### config.mk
export PLATFORM = sky130hd
export DESIGN_NAME = inverter_chain_freq_meter_flat
export DESIGN_NICKNAME = d
export VERILOG_FILES = /design/src/rtl/inverter_chain_freq_meter_if.sv /design/src/rtl/inverter_chain_freq_meter.sv /design/src/flat_wrapper.sv
export SDC_FILE = /design/constraint.sdc
export NUM_CORES = 1
export LEC_CHECK = 0
export BUFFER_PORTS_ARGS = -buffer_cell sky130_fd_sc_hd__clkbuf_2
export CAP_MARGIN = 10
export CORE_ASPECT_RATIO = 1.5
export CORE_MARGIN = 5
export CORE_UTILIZATION = 40
export CTS_CLUSTER_DIAMETER = 80
export CTS_CLUSTER_SIZE = 40
export DETAILED_ROUTE_END_ITERATION = 6
export PLACE_DENSITY_LB_ADDON = 0.2
export SLEW_MARGIN = 20
export SYNTH_ARGS = -nofsm -noshare
export SYNTH_HDL_FRONTEND = slang
export SYNTH_SLANG_ARGS = --single-unit
### constraint.sdc
create_clock -name clk -period 2.8 [get_ports clk]
set_input_delay 0.14 -clock clk [delete_from_list [all_inputs] [get_ports clk]]
set_output_delay 0.14 -clock clk [all_outputs]
set_load 0.01 [all_outputs]
### src/rtl/inverter_chain_freq_meter_if.sv
// Control/result bundle for the inverter-chain frequency meter.
// The master drives the measurement request; the slave (meter) returns status and result.
interface inverter_chain_freq_meter_if #(
  parameter int unsigned SEL_W  = 2,
  parameter int unsigned GATE_W = 8,
  parameter int unsigned CNT_W  = 16
);
  logic              ena;
  logic              start;
  logic [SEL_W-1:0]  ch_sel;
  logic              invert;
  logic [GATE_W-1:0] gate_len;
  logic              busy;
  logic              done;
  logic [CNT_W-1:0]  count;
  logic              overflow;

  modport master (
    output ena, start, ch_sel, invert, gate_len,
    input  busy, done, count, overflow
  );

  modport slave (
    input  ena, start, ch_sel, invert, gate_len,
    output busy, done, count, overflow
  );
endinterface

### src/rtl/inverter_chain_freq_meter.sv
// Ring-oscillator frequency meter: synchronises a selected tap and counts its
// edges over a programmable window of clk cycles, holding the result for readout.
module inverter_chain_freq_meter #(
  parameter int unsigned N_CH        = 4,
  parameter int unsigned SEL_W       = 2,
  parameter int unsigned CNT_W       = 16,
  parameter int unsigned GATE_W      = 8,
  parameter int unsigned SYNC_STAGES = 2
) (
  input  logic                        clk,
  input  logic                        rst_n,
  input  logic [N_CH-1:0]             ch_in_i,
  inverter_chain_freq_meter_if.slave  meter_io
);

  localparam int unsigned SyncCntW = $clog2(SYNC_STAGES) + 1;
  localparam int unsigned TmrW     = (GATE_W > SyncCntW) ? GATE_W : SyncCntW;

  typedef enum logic [1:0] {StIdle, StArm, StMeasure} state_e;

  state_e              state_q, state_d;
  logic [TmrW-1:0]     tmr_q, tmr_d;
  logic [SEL_W-1:0]    sel_q, sel_d;
  logic                inv_q, inv_d;
  logic [GATE_W-1:0]   gate_q, gate_d;
  logic [CNT_W-1:0]    work_q, work_d;
  logic                ovf_q, ovf_d;
  logic [CNT_W-1:0]    count_q, count_d;
  logic                overflow_q, overflow_d;
  logic                done_q, done_d;
  logic                prev_q;
  logic [N_CH-1:0]     sync_q [SYNC_STAGES];

  logic                sig;
  logic                edge_det;
  logic [CNT_W-1:0]    work_inc;
  logic                ovf_inc;

  // Every channel is synchronised continuously, so switching channels only needs
  // the ARM delay to refill prev_q from the new tap.
  always_ff @(posedge clk or negedge rst_n) begin
    if (!rst_n) begin
      for (int i = 0; i < SYNC_STAGES; i++) sync_q[i] <= '0;
      prev_q <= 1'b0;
    end else begin
      sync_q[0] <= ch_in_i;
      for (int i = 1; i < SYNC_STAGES; i++) sync_q[i] <= sync_q[i-1];
      prev_q <= sig;
    end
  end

  assign sig      = sync_q[SYNC_STAGES-1][sel_q];
  assign edge_det = inv_q ? (~sig & prev_q) : (sig & ~prev_q);

  always_comb begin
    work_inc = work_q;
    ovf_inc  = ovf_q;
    if (edge_det) begin
      if (work_q == '1) ovf_inc = 1'b1;
      else              work_inc = work_q + 1'b1;
    end
  end

  always_comb begin
    state_d    = state_q;
    tmr_d      = tmr_q;
    sel_d      = sel_q;
    inv_d      = inv_q;
    gate_d     = gate_q;
    work_d     = work_q;
    ovf_d      = ovf_q;
    count_d    = count_q;
    overflow_d = overflow_q;
    done_d     = 1'b0;

    unique case (state_q)
      StIdle: begin
        // The done cycle is still the tail of the previous measurement.
        if (meter_io.start && meter_io.ena && !done_q) begin
          state_d = StArm;
          tmr_d   = TmrW'(SYNC_STAGES - 1);
          sel_d   = (32'(meter_io.ch_sel) < N_CH) ? meter_io.ch_sel : '0;
          inv_d   = meter_io.invert;
          gate_d  = meter_io.gate_len;
          work_d  = '0;
          ovf_d   = 1'b0;
        end
      end
      StArm: begin
        if (tmr_q == '0) begin
          if (gate_q == '0) begin
            state_d    = StIdle;
            done_d     = 1'b1;
            count_d    = '0;
            overflow_d = 1'b0;
          end else begin
            state_d = StMeasure;
            tmr_d   = TmrW'(gate_q - 1'b1);
          end
        end else begin
          tmr_d = tmr_q - 1'b1;
        end
      end
      StMeasure: begin
        work_d = work_inc;
        ovf_d  = ovf_inc;
        if (tmr_q == '0) begin
          state_d    = StIdle;
          done_d     = 1'b1;
          count_d    = work_inc;
          overflow_d = ovf_inc;
          work_d     = '0;
          ovf_d      = 1'b0;
        end else begin
          tmr_d = tmr_q - 1'b1;
        end
      end
      default: state_d = StIdle;
    endcase

    // Abort keeps the previously published result untouched.
    if (state_q != StIdle && !meter_io.ena) begin
      state_d    = StIdle;
      done_d     = 1'b0;
      count_d    = count_q;
      overflow_d = overflow_q;
      work_d     = '0;
      ovf_d      = 1'b0;
    end
  end

  always_ff @(posedge clk or negedge rst_n) begin
    if (!rst_n) begin
      state_q    <= StIdle;
      tmr_q      <= '0;
      sel_q      <= '0;
      inv_q      <= 1'b0;
      gate_q     <= '0;
      work_q     <= '0;
      ovf_q      <= 1'b0;
      count_q    <= '0;
      overflow_q <= 1'b0;
      done_q     <= 1'b0;
    end else begin
      state_q    <= state_d;
      tmr_q      <= tmr_d;
      sel_q      <= sel_d;
      inv_q      <= inv_d;
      gate_q     <= gate_d;
      work_q     <= work_d;
      ovf_q      <= ovf_d;
      count_q    <= count_d;
      overflow_q <= overflow_d;
      done_q     <= done_d;
    end
  end

  assign meter_io.busy     = (state_q != StIdle);
  assign meter_io.done     = done_q;
  assign meter_io.count    = count_q;
  assign meter_io.overflow = overflow_q;

endmodule

### src/flat_wrapper.sv
// flat-port wrapper written by rule: the top's interface ports become plain ports
module inverter_chain_freq_meter_flat 
#(
  parameter int unsigned N_CH        = 4,
  parameter int unsigned SEL_W       = 2,
  parameter int unsigned CNT_W       = 16,
  parameter int unsigned GATE_W      = 8,
  parameter int unsigned SYNC_STAGES = 2
)
  (clk, rst_n, ch_in_i, meter_io_ena, meter_io_start, meter_io_ch_sel, meter_io_invert, meter_io_gate_len, meter_io_busy, meter_io_done, meter_io_count, meter_io_overflow);
  inverter_chain_freq_meter_if #(.SEL_W(SEL_W), .GATE_W(GATE_W), .CNT_W(CNT_W)) meter_io_i ();
  input  logic clk;
  input  logic rst_n;
  input  logic [N_CH-1:0] ch_in_i;
  input wire logic [$bits(meter_io_i.ena)-1:0] meter_io_ena;
  input wire logic [$bits(meter_io_i.start)-1:0] meter_io_start;
  input wire logic [$bits(meter_io_i.ch_sel)-1:0] meter_io_ch_sel;
  input wire logic [$bits(meter_io_i.invert)-1:0] meter_io_invert;
  input wire logic [$bits(meter_io_i.gate_len)-1:0] meter_io_gate_len;
  output wire logic [$bits(meter_io_i.busy)-1:0] meter_io_busy;
  output wire logic [$bits(meter_io_i.done)-1:0] meter_io_done;
  output wire logic [$bits(meter_io_i.count)-1:0] meter_io_count;
  output wire logic [$bits(meter_io_i.overflow)-1:0] meter_io_overflow;
  assign meter_io_i.ena = meter_io_ena;
  assign meter_io_i.start = meter_io_start;
  assign meter_io_i.ch_sel = meter_io_ch_sel;
  assign meter_io_i.invert = meter_io_invert;
  assign meter_io_i.gate_len = meter_io_gate_len;
  assign meter_io_busy = meter_io_i.busy;
  assign meter_io_done = meter_io_i.done;
  assign meter_io_count = meter_io_i.count;
  assign meter_io_overflow = meter_io_i.overflow;
  inverter_chain_freq_meter #(.N_CH(N_CH), .SEL_W(SEL_W), .CNT_W(CNT_W), .GATE_W(GATE_W), .SYNC_STAGES(SYNC_STAGES)) u_core (.clk(clk), .rst_n(rst_n), .ch_in_i(ch_in_i), .meter_io(meter_io_i));
endmodule
==> run_results.csv, run 1 <==
group,metric,value,unit
outcome,status,"finished, final reports clean",
synthesis,syn_area,3460,um^2
critical_path,slowest_delay,530,ps
critical_path,critPathTopFamily,"simple AND/OR/NAND/NOR gates",
synthesis,synth_edf_count,0,
placed_design,portBuffers,37,
grt,antenna_found_initial,0,
final_layout,drive_gt1_share,24.9,%
route,num_vias,2784,
synthesis,synth_commonest_cells,"65 x dfrtp_1, 29 x nand2_1, 23 x o21ai_0",
critical_path,startpoint_type,"register",
critical_path,criticalPathCategory,"register to register",
run,maxCapViolations,0,
timing,skew,4.08,ps
route,wl_per_cell,16.2,um
grt,grt_usage,16.5,%
clock_tree,clk_pin_slew,60,ps
placed_design,routabilityCongestion,0.860,
route,via_per_inst,5.57,
clock_tree,htreeDepth,3,
die,start_util,40.9,%
die,die_w,86.0,um
grt,grt_pass1_vias,2834,
synthesis,ys_seq_elements,65,
grt,grt_max_degree,40,
route,firstDrtPassIters,4,
route,drt-total-wl,8080,um
timing,rsz0062_at_grt,"no",
synthesis,synthCells,342,
pwr,peakVddDrop,521,uV
timing,final_hold_viol_count,0,
synthesis,synth_most_common_cell,"dfrtp_1",
critical_path,arrival,2810,ps
clock_tree,cts-resized-gates,0,
clock_tree,cts_tree,"done",
timing,finalSetupTns,0,ps
pwr,leakage,0.00182,uW
placed_design,post-place-ws,263,ps
final_layout,areaGrowthSynthToFinish,21.3,%
synthesis,synth_ff_type,"dfrtp_1",
clock_tree,cts-buffers-inserted,9,
die,ios,38,
route,drc_errors,0,
timing,period_share,90.9,%
critical_path,cp_max_fo,17,
synthesis,synth_top_area_share,47.0,%
critical_path,slowest_stage,"or3_4",
timing,maxSlewHeadroom,52.9,%
placed_design,hpwlAfterDp,5810,um
die,die_y,124,um
synthesis,yosysUniqueCellTypes,63,
synthesis,yosys_warnings,0,
pwr,powerDensity,993,nW/um^2
critical_path,crit_path_end_kind,"register",
synthesis,syn_nets,370,
final_layout,insertedDiodeCount,0,
grt,grt_pass1_wl,13500,um
route,drtIter0Drc,154,
clock_tree,clock-root-buffer,"clkbuf_16",
final_layout,final_nets,416,
clock_tree,clk-insertion-delay-late,330,ps
timing,period_minus_slack,2540,ps
timing,fmax,0.393,GHz
die,die_area,10700,um^2
route,ant_nets,0,
timing,tightest_slew,706,ps
synthesis,syn_avg_cell_area,10.1,um^2
synthesis,async_reset_ff_share,100,%
synthesis,seq_area_frac_synth,47.0,%
die,row_count,41,
timing,fin_ws,256,ps
grt,grt_overflow_total,0,
clock_tree,cts_buffer_depth,2,
hold_path,hp-class,"primary input to register",
critical_path,worstPathCellList,"inv_1 > ha_1 > or3b_2 > or2_1 > or3_4 > or3_1 > nand3_1",
clock_tree,cts.sinks,65,
timing,setup_viol,0,
die,coreArea,8460,um^2
synthesis,synth_top_cells_by_area,"dfrtp_1 47%, mux2_2 3.9%, o21ai_0 3.3%",
timing,final_max_slew_viol_count,0,
synthesis,synth_area_leader_cell,"dfrtp_1",
critical_path,worst-path-buf-inv,1,
critical_path,crit_required,3070,ps
-- final timing paths --
path | slack (ps) | startpoint | cells after the start | end
max | 260 | u_core.tmr_q[0] | 7 | u_core.meter_io.count[13]
min | 40 | meter_io_gate_len[4] | 2 | u_core.gate_q[4]
max reg2reg | 260 | u_core.tmr_q[0] | 7 | u_core.meter_io.count[13]
min reg2reg | 340 | u_core.sync_q[5] | 0 | u_core.sync_q[1]
max in group asynchronous | 1760 | rst_n | 3 | u_core.prev_q
min in group asynchronous | 390 | rst_n | 2 | u_core.work_q[10]
-- cells by family (layout without fill, tap and decap cells) --
family	Yosys count	after routing	synth area share (%)
AO/OA/AOI/OAI	92	92	17.8
XOR/XNOR	18	18	4.55
adder cells (fa/ha/maj)	9	9	3.25
buffers and inverters	29	80	3.83
flip-flops	65	65	47.0
multiplexers	16	16	5.57
AND/OR/NAND/NOR	113	113	18.0
-- per-layer routing --
metal  share of wire (%)  global-route usage (%)
met1                  41                    18.4
met2                  52                    27.5
met3                 3.8                    4.50
met4                 3.2                    10.3
met5                   0                       0
-- cell type report --
class | instances | area [um^2]
sequential | 65 | 1630
fill | 830 | 4270
tap | 107 | 134
clock buffer | 9 | 225
timing repair buffer | 52 | 323
inverter | 12 | 45.0
multi-input combinational | 248 | 1700
clock inverter | 7 | 143
-- sequential cells by signal, indices dropped and copies added (netlist names), 2 cells and up --
register / count
u_core.work_q: 16
u_core.tmr_q: 8
u_core.sync_q: 8
u_core.meter_io.count: 16
u_core.state_q: 2
u_core.gate_q: 8
u_core.sel_q: 2
-- timing repair --
item,CTS,global route
setup buffers,0,0
setup endpoints to repair,0,0
endpoints found under the hold margin,30,0
hold buffers,5,0
-- power breakdown --
group	switching [uW]	internal, uW
sequential	171	1100
clock	418	960
combinational	878	644
total	1470	2700
-- per-stage QoR --
step	utilization [%]	instances	hold slack (ps)	total power (uW)	area [um^2]
global placement	44.7	479	221	2780	3780
detailed placement	44.7	479	228	2810	3780
floorplan	-	342	-156	2420	3460
CTS	49.6	500	27.2	4220	4200
global route	49.6	500	34.6	4430	4200
finish	49.6	500	37.6	4170	4200
-- placed cells by master (no fill, tap or decap), types with 5 or more instances in the layout --
cell type      Yosys  routed
a21oi_1           12      12
xor2_1             5       5
clkbuf_16          0       9
nand2b_1           5       5
nor2_1            16      16
a22o_1             6       6
mux2_2            12      12
ha_1               9       9
dfrtp_1           65      65
xnor2_1           13      13
nand4_1            8       8
o22ai_1            5       5
nand2_1           29      29
buf_4              0       9
clkbuf_2           0      37
inv_1             12      12
nor3_1            11      11
a31oi_1           10      10
dlygate4sd3_1      0       5
o21ai_0           23      23
nand3_1           12      12
Note: power is estimated with default switching activity, not from simulation.
==> run 2, diff against run 1 <==
CORE_MARGIN = default   (was 5)
CTS_CLUSTER_DIAMETER = 30   (was 80)
RECOVER_POWER = 100   (was default)
==> run 2 against run 1 <==
The flow now finishes with violations (capacitance limit, slew limit). Non-clock buffer count is the same. Flip-flop and latch count unchanged. Clock-buffer cell count rose by 1. Final area is 2.5% lower. Worst setup slack worse by 58 ps. Via count rose by 0.36%. Sequential power about the same. Highest routed layer unchanged.
==> run_results.csv, run 2 (synthesis gave the netlist of run 1 again) <==
group,metric,value,unit
die,ios,38,
grt,grt_pass1_vias,2768,
timing,period_minus_slack,2600,ps
clock_tree,clk_pin_slew,60,ps
final_layout,final_area,4090,um^2
pwr,power_frac_seq,32.2,%
route,drt-total-wl,8010,um
timing,period_share,92.9,%
die,start_util,41.2,%
pwr,powerDensity,963,nW/um^2
grt,grt_overflow_total,0,
route,ant_nets,0,
final_layout,final_nets,416,
clock_tree,clk-insertion-delay-late,330,ps
pwr,p_sw_share,37.9,%
clock_tree,cts_buffer_depth,2,
route,drc_errors,0,
die,row_count,41,
pwr,peakVddDrop,532,uV
placed_design,place_area,3770,um^2
critical_path,cp_max_fo,17,
clock_tree,cts-resized-gates,0,
timing,final_hold_viol_count,0,
final_layout,areaGrowthSynthToFinish,18.2,%
clock_tree,cts-buffers-inserted,9,
placed_design,hpwlAfterDp,5780,um
clock_tree,cts.sinks,65,
outcome,status,"complete, but fails checks",
grt,grt_pass1_wl,13100,um
final_layout,final_cell_mix,"65 x dfrtp_1, 29 x nand2_1, 25 x o21ai_0",
route,firstDrtPassIters,4,
timing,skew,4.56,ps
pwr,pwr-share-comb,39.0,%
grt,grt_usage,19.3,%
die,die_y,116,um
timing,maxSlewHeadroom,-21.5,%
pwr,p_int,2450,uW
die,coreArea,8410,um^2
pwr,power,3940,uW
timing,whs,35.6,ps
grt,antenna_found_initial,0,
timing,tightest_slew,1820,ps
critical_path,crit_path_end_kind,"register",
timing,finalSetupTns,0,ps
route,num_vias,2794,
final_layout,drive_gt1_share,19.6,%
critical_path,criticalPathCategory,"register to register",
pwr,leakage,0.00171,uW
timing,fmax,0.384,GHz
clock_tree,cts_tree,"done",
die,die_w,78.0,um
pwr,p_sw,1490,uW
hold_path,hp-class,"primary input to register",
route,drtIter0Drc,157,
placed_design,portBuffers,37,
final_layout,layout_commonest_cell,"dfrtp_1",
clock_tree,htreeDepth,3,
placed_design,routabilityCongestion,0.864,
final_layout,insertedDiodeCount,0,
timing,rsz0062_at_grt,"no",
final_layout,nFillCells,827,
timing,setup_viol,0,
die,die_area,9040,um^2
clock_tree,postCtsSetupBuffers,0,
timing,final_max_slew_viol_count,34,
outcome,violations,"capacitance limit, slew limit",
run,maxCapViolations,1,
pwr,clockPowerShare,28.8,%
clock_tree,clock-root-buffer,"clkbuf_16",
grt,grt_max_degree,34,
route,via_per_inst,5.59,
route,wl_per_cell,16.0,um
critical_path,startpoint_type,"register",
critical_path,crit_required,3070,ps
critical_path,arrival,2870,ps
[run 2: changes by cell type in the layout (fill, tap and decap cells not counted), sizes merged]
cell,delta
clkinvlp,+2
buf,-3
bufinv,-3
clkbuf,+4
[run 2: area by class of cell]
| class | count | area, um^2 | share of cell area (%) |
|---|---|---|---|
| multi-input combinational | 248 | 1700 | 41.6 |
| sequential | 65 | 1630 | 39.7 |
| timing repair buffer | 52 | 278 | 6.79 |
| clock buffer | 10 | 239 | 5.84 |
| tap | 107 | 134 | 3.27 |
| clock inverter | 6 | 67.6 | 1.65 |
| inverter | 12 | 45.0 | 1.10 |
[run 2: path summary, 6_finish.rpt]
| check | end | slack, ps | startpoint | cells past startpoint |
|---|---|---|---|---|
| hold / removal | u_core.sel_q[1] | 40 | meter_io_ch_sel[1] | 2 |
| min in group asynchronous | u_core.meter_io.count[10] | 830 | rst_n | 2 |
| setup / recovery | u_core.meter_io.count[13] | 200 | u_core.tmr_q[0] | 7 |
| hold reg to reg | u_core.sync_q[1] | 350 | u_core.sync_q[5] | 0 |
| setup reg to reg | u_core.meter_io.count[13] | 200 | u_core.tmr_q[0] | 7 |
| max in group asynchronous | u_core.tmr_q[7] | 700 | rst_n | 3 |
[run 2: power by group through the flow]
stage	sequential, uW	combinational (uW)	clock, uW
3_3_place_gp	1280	1510	0
2_1_floorplan	1240	1190	0
4_1_cts	1270	1550	1170
6_report	1270	1540	1130
3_5_place_dp	1280	1530	0
5_1_grt	1290	1700	1200
[run 2: layer usage]
metal  global-route usage, %  share of wire, %
met4                    9.88               2.6
met3                    4.65               3.5
met1                    20.8                40
met2                    35.0                54
met5                       0                 0
[run 2: repair_timing]
item,in CTS,in global routing
hold buffers,5,0
endpoints found under the setup margin,0,0
hold endpoints to repair,35,0
[run 2: through the flow]
stage / setup WS, ps / util (%) / cells
after global placement: 298 / 44.8 / 479
after detailed placement: 246 / 44.8 / 479
after floorplan: 345 / - / 342
after CTS: 231 / 49.0 / 500
final: 198 / 48.6 / 500
after global routing: 72.4 / 48.6 / 500
[run 2: critical path: stages, from the launching register on]
cell and delay, ps:
dfrtp_1 410, inv_1 70, ha_1 170, or3b_2 520, or2_0 370, or3_4 540, or3_1 370, nand3_1 90
